--- src/rtl/shm_arbiter.sv ---
// shm_arbiter: round-robin arbiter and burst sequencer for the single-port SHM.
// Grants fixed-length bursts to NREQ requesters, generates the per-beat SHM
// addresses, and routes read data back to the owning requester.
//
// Ports:
//   clk, reset          clock (rising edge), asynchronous active-high reset
//   req/wr/base_addr    per-requester burst request, direction, start address
//   wdata               per-requester write data, one word per beat
//   gnt, beat, done     burst owner (one-hot), beat strobe, end-of-burst pulse
//   rvalid, rdata       read data return to the owner
//   shm_*               SHM macro interface (shm_rdata RD_LAT cycles after ren)
//
// Optional build macro SHM_ARB_STATS_EN adds stat_clr, stat_bursts and
// stat_conflict (saturating per-requester burst and contention counters).

module shm_arbiter #(
    parameter int NREQ   = 3,
    parameter int AW     = 6,
    parameter int DW     = 32,
    parameter int BURST  = 4,
    parameter int RD_LAT = 1
) (
    input  logic              clk,
    input  logic              reset,
    input  logic [NREQ-1:0]   req,
    input  logic [NREQ-1:0]   wr,
    input  logic [NREQ*AW-1:0] base_addr,
    input  logic [NREQ*DW-1:0] wdata,
    output logic [NREQ-1:0]   gnt,
    output logic              beat,
    output logic [NREQ-1:0]   done,
    output logic [NREQ-1:0]   rvalid,
    output logic [DW-1:0]     rdata,
    output logic              shm_ren,
    output logic              shm_wen,
    output logic [AW-1:0]     shm_addr,
    output logic [DW-1:0]     shm_wdata,
    input  logic [DW-1:0]     shm_rdata
`ifdef SHM_ARB_STATS_EN
    ,
    input  logic              stat_clr,
    output logic [NREQ*16-1:0] stat_bursts,
    output logic [15:0]       stat_conflict
`endif
);

    localparam int PW  = (NREQ > 1) ? $clog2(NREQ) : 1;
    localparam int BW  = (BURST > 1) ? $clog2(BURST) : 1;
    localparam int DCW = 2;

    typedef enum logic [1:0] {
        S_IDLE,
        S_BURST,
        S_DRAIN
    } state_t;

    state_t              state_q;
    state_t              state_d;
    logic [NREQ-1:0]     gnt_q;
    logic [PW-1:0]       owner_q;
    logic [PW-1:0]       ptr_q;
    logic                wr_q;
    logic [AW-1:0]       base_q;
    logic [BW-1:0]       beat_cnt_q;
    logic [DCW-1:0]      drain_cnt_q;
    logic [NREQ-1:0]     done_q;
    logic [NREQ-1:0]     rvalid_q;
    logic [DW-1:0]       rdata_q;
    logic [NREQ-1:0]     tag_q [RD_LAT];

    logic                grant;
    logic                finish;
    logic                found;
    logic [PW:0]         idx_ext;
    logic [PW-1:0]       win_idx;
    logic [NREQ-1:0]     win_oh;

    // First requester at or after ptr_q, wrapping modulo NREQ.
    always_comb begin
        found   = 1'b0;
        idx_ext = '0;
        win_idx = '0;
        for (int k = 0; k < NREQ; k++) begin
            idx_ext = {1'b0, ptr_q} + (PW+1)'(k);
            if (idx_ext >= (PW+1)'(NREQ))
                idx_ext = idx_ext - (PW+1)'(NREQ);
            if (!found && req[idx_ext[PW-1:0]]) begin
                found   = 1'b1;
                win_idx = idx_ext[PW-1:0];
            end
        end
        win_oh = NREQ'(1) << win_idx;
    end

    // Next-state logic. The drain lasts until the last read word has been
    // registered onto rvalid/rdata, so done follows the final rvalid.
    always_comb begin
        state_d = state_q;
        grant   = 1'b0;
        finish  = 1'b0;
        unique case (state_q)
            S_IDLE: begin
                if (|req) begin
                    grant   = 1'b1;
                    state_d = S_BURST;
                end
            end
            S_BURST: begin
                if (beat_cnt_q == BW'(BURST - 1)) begin
                    if (wr_q) begin
                        finish  = 1'b1;
                        state_d = S_IDLE;
                    end else begin
                        state_d = S_DRAIN;
                    end
                end
            end
            S_DRAIN: begin
                if (drain_cnt_q == DCW'(RD_LAT)) begin
                    finish  = 1'b1;
                    state_d = S_IDLE;
                end
            end
            default: state_d = S_IDLE;
        endcase
    end

    always_ff @(posedge clk or posedge reset) begin
        if (reset) begin
            state_q     <= S_IDLE;
            gnt_q       <= '0;
            owner_q     <= '0;
            ptr_q       <= '0;
            wr_q        <= 1'b0;
            base_q      <= '0;
            beat_cnt_q  <= '0;
            drain_cnt_q <= '0;
            done_q      <= '0;
        end else begin
            state_q <= state_d;
            done_q  <= finish ? gnt_q : '0;
            if (grant) begin
                gnt_q      <= win_oh;
                owner_q    <= win_idx;
                wr_q       <= wr[win_idx];
                base_q     <= base_addr[win_idx*AW +: AW];
                beat_cnt_q <= '0;
            end else begin
                if (finish)
                    gnt_q <= '0;
                if (state_q == S_BURST)
                    beat_cnt_q <= beat_cnt_q + 1'b1;
            end
            if (state_q == S_DRAIN)
                drain_cnt_q <= drain_cnt_q + 1'b1;
            else
                drain_cnt_q <= '0;
            // Finishing owner drops to lowest priority for the next round.
            if (finish) begin
                if (owner_q == PW'(NREQ - 1))
                    ptr_q <= '0;
                else
                    ptr_q <= owner_q + 1'b1;
            end
        end
    end

    // Read return: owner tag travels alongside the SHM read latency.
    always_ff @(posedge clk or posedge reset) begin
        if (reset) begin
            for (int i = 0; i < RD_LAT; i++)
                tag_q[i] <= '0;
            rvalid_q <= '0;
            rdata_q  <= '0;
        end else begin
            tag_q[0] <= shm_ren ? gnt_q : '0;
            for (int i = 1; i < RD_LAT; i++)
                tag_q[i] <= tag_q[i-1];
            rvalid_q <= tag_q[RD_LAT-1];
            rdata_q  <= (|tag_q[RD_LAT-1]) ? shm_rdata : '0;
        end
    end

    assign gnt       = gnt_q;
    assign beat      = (state_q == S_BURST);
    assign done      = done_q;
    assign rvalid    = rvalid_q;
    assign rdata     = rdata_q;
    assign shm_wen   = beat & wr_q;
    assign shm_ren   = beat & ~wr_q;
    assign shm_addr  = beat ? base_q + AW'(beat_cnt_q) : '0;
    assign shm_wdata = shm_wen ? wdata[owner_q*DW +: DW] : '0;

`ifdef SHM_ARB_STATS_EN
    logic [15:0] bursts_q [NREQ];
    logic [15:0] conflict_q;

    always_ff @(posedge clk or posedge reset) begin
        if (reset) begin
            for (int i = 0; i < NREQ; i++)
                bursts_q[i] <= '0;
            conflict_q <= '0;
        end else if (stat_clr) begin
            for (int i = 0; i < NREQ; i++)
                bursts_q[i] <= '0;
            conflict_q <= '0;
        end else begin
            for (int i = 0; i < NREQ; i++)
                if (done_q[i] && bursts_q[i] != 16'hFFFF)
                    bursts_q[i] <= bursts_q[i] + 16'd1;
            if (grant && ($countones(req) > 1) && conflict_q != 16'hFFFF)
                conflict_q <= conflict_q + 16'd1;
        end
    end

    for (genvar g = 0; g < NREQ; g++) begin : g_stat
        assign stat_bursts[g*16 +: 16] = bursts_q[g];
    end
    assign stat_conflict = conflict_q;
`endif

endmodule

--- config.mk ---
export PLATFORM = sky130hd
export DESIGN_NAME = shm_arbiter
export DESIGN_NICKNAME = d
export VERILOG_FILES = /design/src/rtl/shm_arbiter.sv
export SDC_FILE = /design/constraint.sdc
export NUM_CORES = 1
export LEC_CHECK = 0
export ABC_AREA = 1
export ABC_CLOCK_PERIOD_IN_PS = 4500
export CAP_MARGIN = 10
export CORE_ASPECT_RATIO = 0.7
export CORE_MARGIN = 8
export CORE_UTILIZATION = 45
export CTS_BUF_LIST = sky130_fd_sc_hd__clkbuf_4 sky130_fd_sc_hd__clkbuf_8
export DETAILED_ROUTE_END_ITERATION = 8
export DONT_BUFFER_PORTS = 1
export HOLD_SLACK_MARGIN = 0.12
export PLACE_DENSITY_LB_ADDON = 0.3
export SYNTH_ARGS = -nofsm -noshare
export SYNTH_HDL_FRONTEND = slang
export SYNTH_SLANG_ARGS = --single-unit
--- constraint.sdc ---
create_clock -name clk -period 4.5 [get_ports clk]
set_input_delay 1.35 -clock clk [delete_from_list [all_inputs] [get_ports clk]]
set_output_delay 1.35 -clock clk [all_outputs]
set_load 0.02 [all_outputs]
==> results_dict.tcl <==
set metrics [dict create \
    p_per_area_nw_per_um2 705.0 \
    drt_wl_total_microns 10610 \
    ys_seq_elements 61 \
    path_clk_slew_ns 0.07 \
    drive_gt1_share_pct 7.735 \
    synth_commonest_cells "153 x nand2_1, 108 x inv_1, 96 x nand3_1, 61 x dfrtp_1, 48 x nor2_1" \
    synth_cells 542 \
    min_period_ns 3.604 \
    power.leakage_uw 0.002444 \
    path_max_fanout 34 \
    cts_inserted_buffers 9 \
    slew_headroom_pct 51.62 \
    antenna_left 0 \
    synth_flop_cell "dfrtp_1" \
    cts_hold_buf 0 \
    cp_cell_sequence "inv_1, ha_1, nand2_1, inv_2, nand2_1, inv_1" \
    hold_viol_final 0 \
    path_buf_inv 3 \
    crit_family "buffers and inverters" \
    gp_congestion 0.8096 \
    cap_violations 0 \
    crit_slowest_cell "inv_2" \
    num_antenna_cells 0 \
    io_pins 236 \
    synth_edf_count 0 \
    cp_slowest_stage_delay_ns 0.50 \
    vias 3376 \
    grt_usage_pct 17.66 \
    async_flop_share_pct 100.0 \
    worstPathRequired_ns 3.15 \
    p_total_uw 2818 \
    avgViaCountPerCell 5.242 \
    die_w_microns 124.5 \
    ir_worst_vdd_uv 343.9 \
    yosysTopAreaCellShare_pct 41.19 \
    avgSynthCellArea_sq_um 6.838 \
    holdWs_ns 0.4029 \
    fin_util_pct 50.35 \
    cts_root_buf "clkbuf_8" \
    syn_nets 708 \
    placed_cell_area_sq_um 3800 \
    antenna_found_initial 0 \
    io_buffers 0 \
    final-setup-viol-count 0 \
    die-area_sq_um 11440 \
    syn_area_sq_um 3706 \
    insertion_delay_ns 0.33 \
    grt_overflow 0 \
    fin_skew_ns 0.009105 \
    rsz0062_at_grt "no" \
    status "complete, no violations" \
    cp-start-kind "flip-flop" \
    synth-warning-count 0 \
    synth_area_leaders "dfrtp_1 41%, nand2_1 15%, nand3_1 13%" \
    fp.coreArea_sq_um 7939 \
    crit_path_end_kind "output pin" \
    grt_pass1_vias 3193 \
    seq_area_frac_synth_pct 41.19 \
    h-tree-depth 3 \
    nets 704 \
    fp.dieH_microns 91.93 \
    maxSlewViolCount 0 \
    post-route-period-util_pct 80.09 \
    fin_tns_setup_ns 0 \
    drc_errors 0 \
    clock_path_buffers 2 \
    area_growth_pct 7.866 \
    start_util_pct 46.68 \
    critical_path_class "reg2out" \
    yosysUniqueCellTypes 32 \
    num_rows 27 \
    hpwl_microns 8584 \
    drtIter0Drc 220 \
    tritoncts "done" \
    cts_resized 0 \
    synth.most_common_cell "nand2_1" \
    clock-sinks 61 \
    hold_path.class "reg2reg" \
    max_freq_mhz 277.5 \
    worstMarginPinSlew_ns 0.7233 \
    firstDrtPassIters 5 \
    grt_pass1_wl_microns 16800 \
    cp_data_arrival_time_ns 2.25 \
    post-synth-top-area-cell "dfrtp_1" \
    grt_max_degree 36 \
    stdcell_area_sq_um 3998 \
    wl_per_cell_microns 16.47 \
    postCtsSetupRepairBufs 0 \
]
-- power breakdown --
group | internal, uW | switching, uW | total [uW]
clock network | 257 | 218 | 475
registers | 719 | 237 | 956
logic | 395 | 993 | 1390
total | 1370 | 1450 | 2820
-- worst reg2reg max path, stage by stage, from the launching register on --
cell and delay (ns):
dfrtp_1 0.40, inv_1 0.09, ha_1 0.46, nand2_1 0.13
inv_2 0.50, a22o_1 0.22, nand2_1 0.19, nand2_1 0.17
o21ai_0 0.10
-- cell families (layout without fill, tap and decap cells) --
group / after synthesis / after routing / share of synthesized area [%]
xor gates and xnor gates: 1 / 1 / 0.2364
AOI/OAI and AO/OA: 18 / 18 / 3.039
adders and majority gates: 12 / 12 / 4.254
and+or+nand+nor: 314 / 314 / 37.27
DFF: 61 / 61 / 41.19
buffers and inverters: 136 / 137 / 14.01
-- cell usage in the layout, fill, tap and decap left out, drive strengths merged --
cell type	Yosys	routed
nand2	157	157
ha	11	11
nor3	3	3
a22o	1	1
clkinv	2	6
nor2	50	50
clkbuf	11	9
buf	10	6
o22ai	2	2
nor3b	2	2
nand4	4	4
fa	1	1
o221ai	1	1
xnor2	1	1
a31oi	2	2
nand3b	1	1
clkinvlp	0	1
nand3	97	97
inv	113	114
o21ai	7	7
bufinv	0	1
dfrtp	61	61
a21oi	5	5
-- sequential cells by signal (all words and copies together), names as in the netlist --
| signal | flops |
|---|---|
| tag_q | 3 |
| wr_q | 1 |
| base_q | 6 |
| state_q | 2 |
| ptr_q | 2 |
| owner_q | 2 |
| rvalid | 3 |
| done | 3 |
| drain_cnt_q | 2 |
| gnt | 3 |
| rdata | 32 |
| beat_cnt_q | 2 |
-- worst paths after layout --
check	depth (start not counted)	startpoint	slack (ns)	endpoint
max	6	state_q[1]	0.90	shm_wdata[11]
max reg2reg	8	state_q[1]	2.12	gnt[2]
max in group asynchronous	2	reset	2.70	rdata[24]
min reg2reg	0	tag_q[2]	0.40	rvalid[2]
min	0	tag_q[2]	0.40	rvalid[2]
min in group asynchronous	1	reset	0.99	rdata[12]
-- cell type report --
| class | instances | area, sq um |
|---|---|---|
| clock buffer | 9 | 123.9 |
| inverter | 115 | 431.7 |
| fill | 805 | 3941 |
| clock inverter | 7 | 73.82 |
| multi-input combinational | 345 | 1670 |
| tap | 101 | 126.4 |
| sequential | 61 | 1526 |
| timing repair buffer | 6 | 45.04 |
-- per-stage QoR --
stage	cells	worst slack (ns)
2_1_floorplan	542	1.417
3_3_place_gp	628	1.350
3_5_place_dp	628	1.261
4_1_cts	644	0.8889
5_1_grt	644	0.7066
6_report	644	0.8961
-- layer usage --
layer	routed length [microns]	track usage, %	part of all wire [%]
met1	4597	22.51	43
met4	81	3.696	0.76
met5	0	0	0
met2	5135	28.70	48
met3	793	5.865	7.5
No activity file was read; power rests on OpenSTA's default activity.
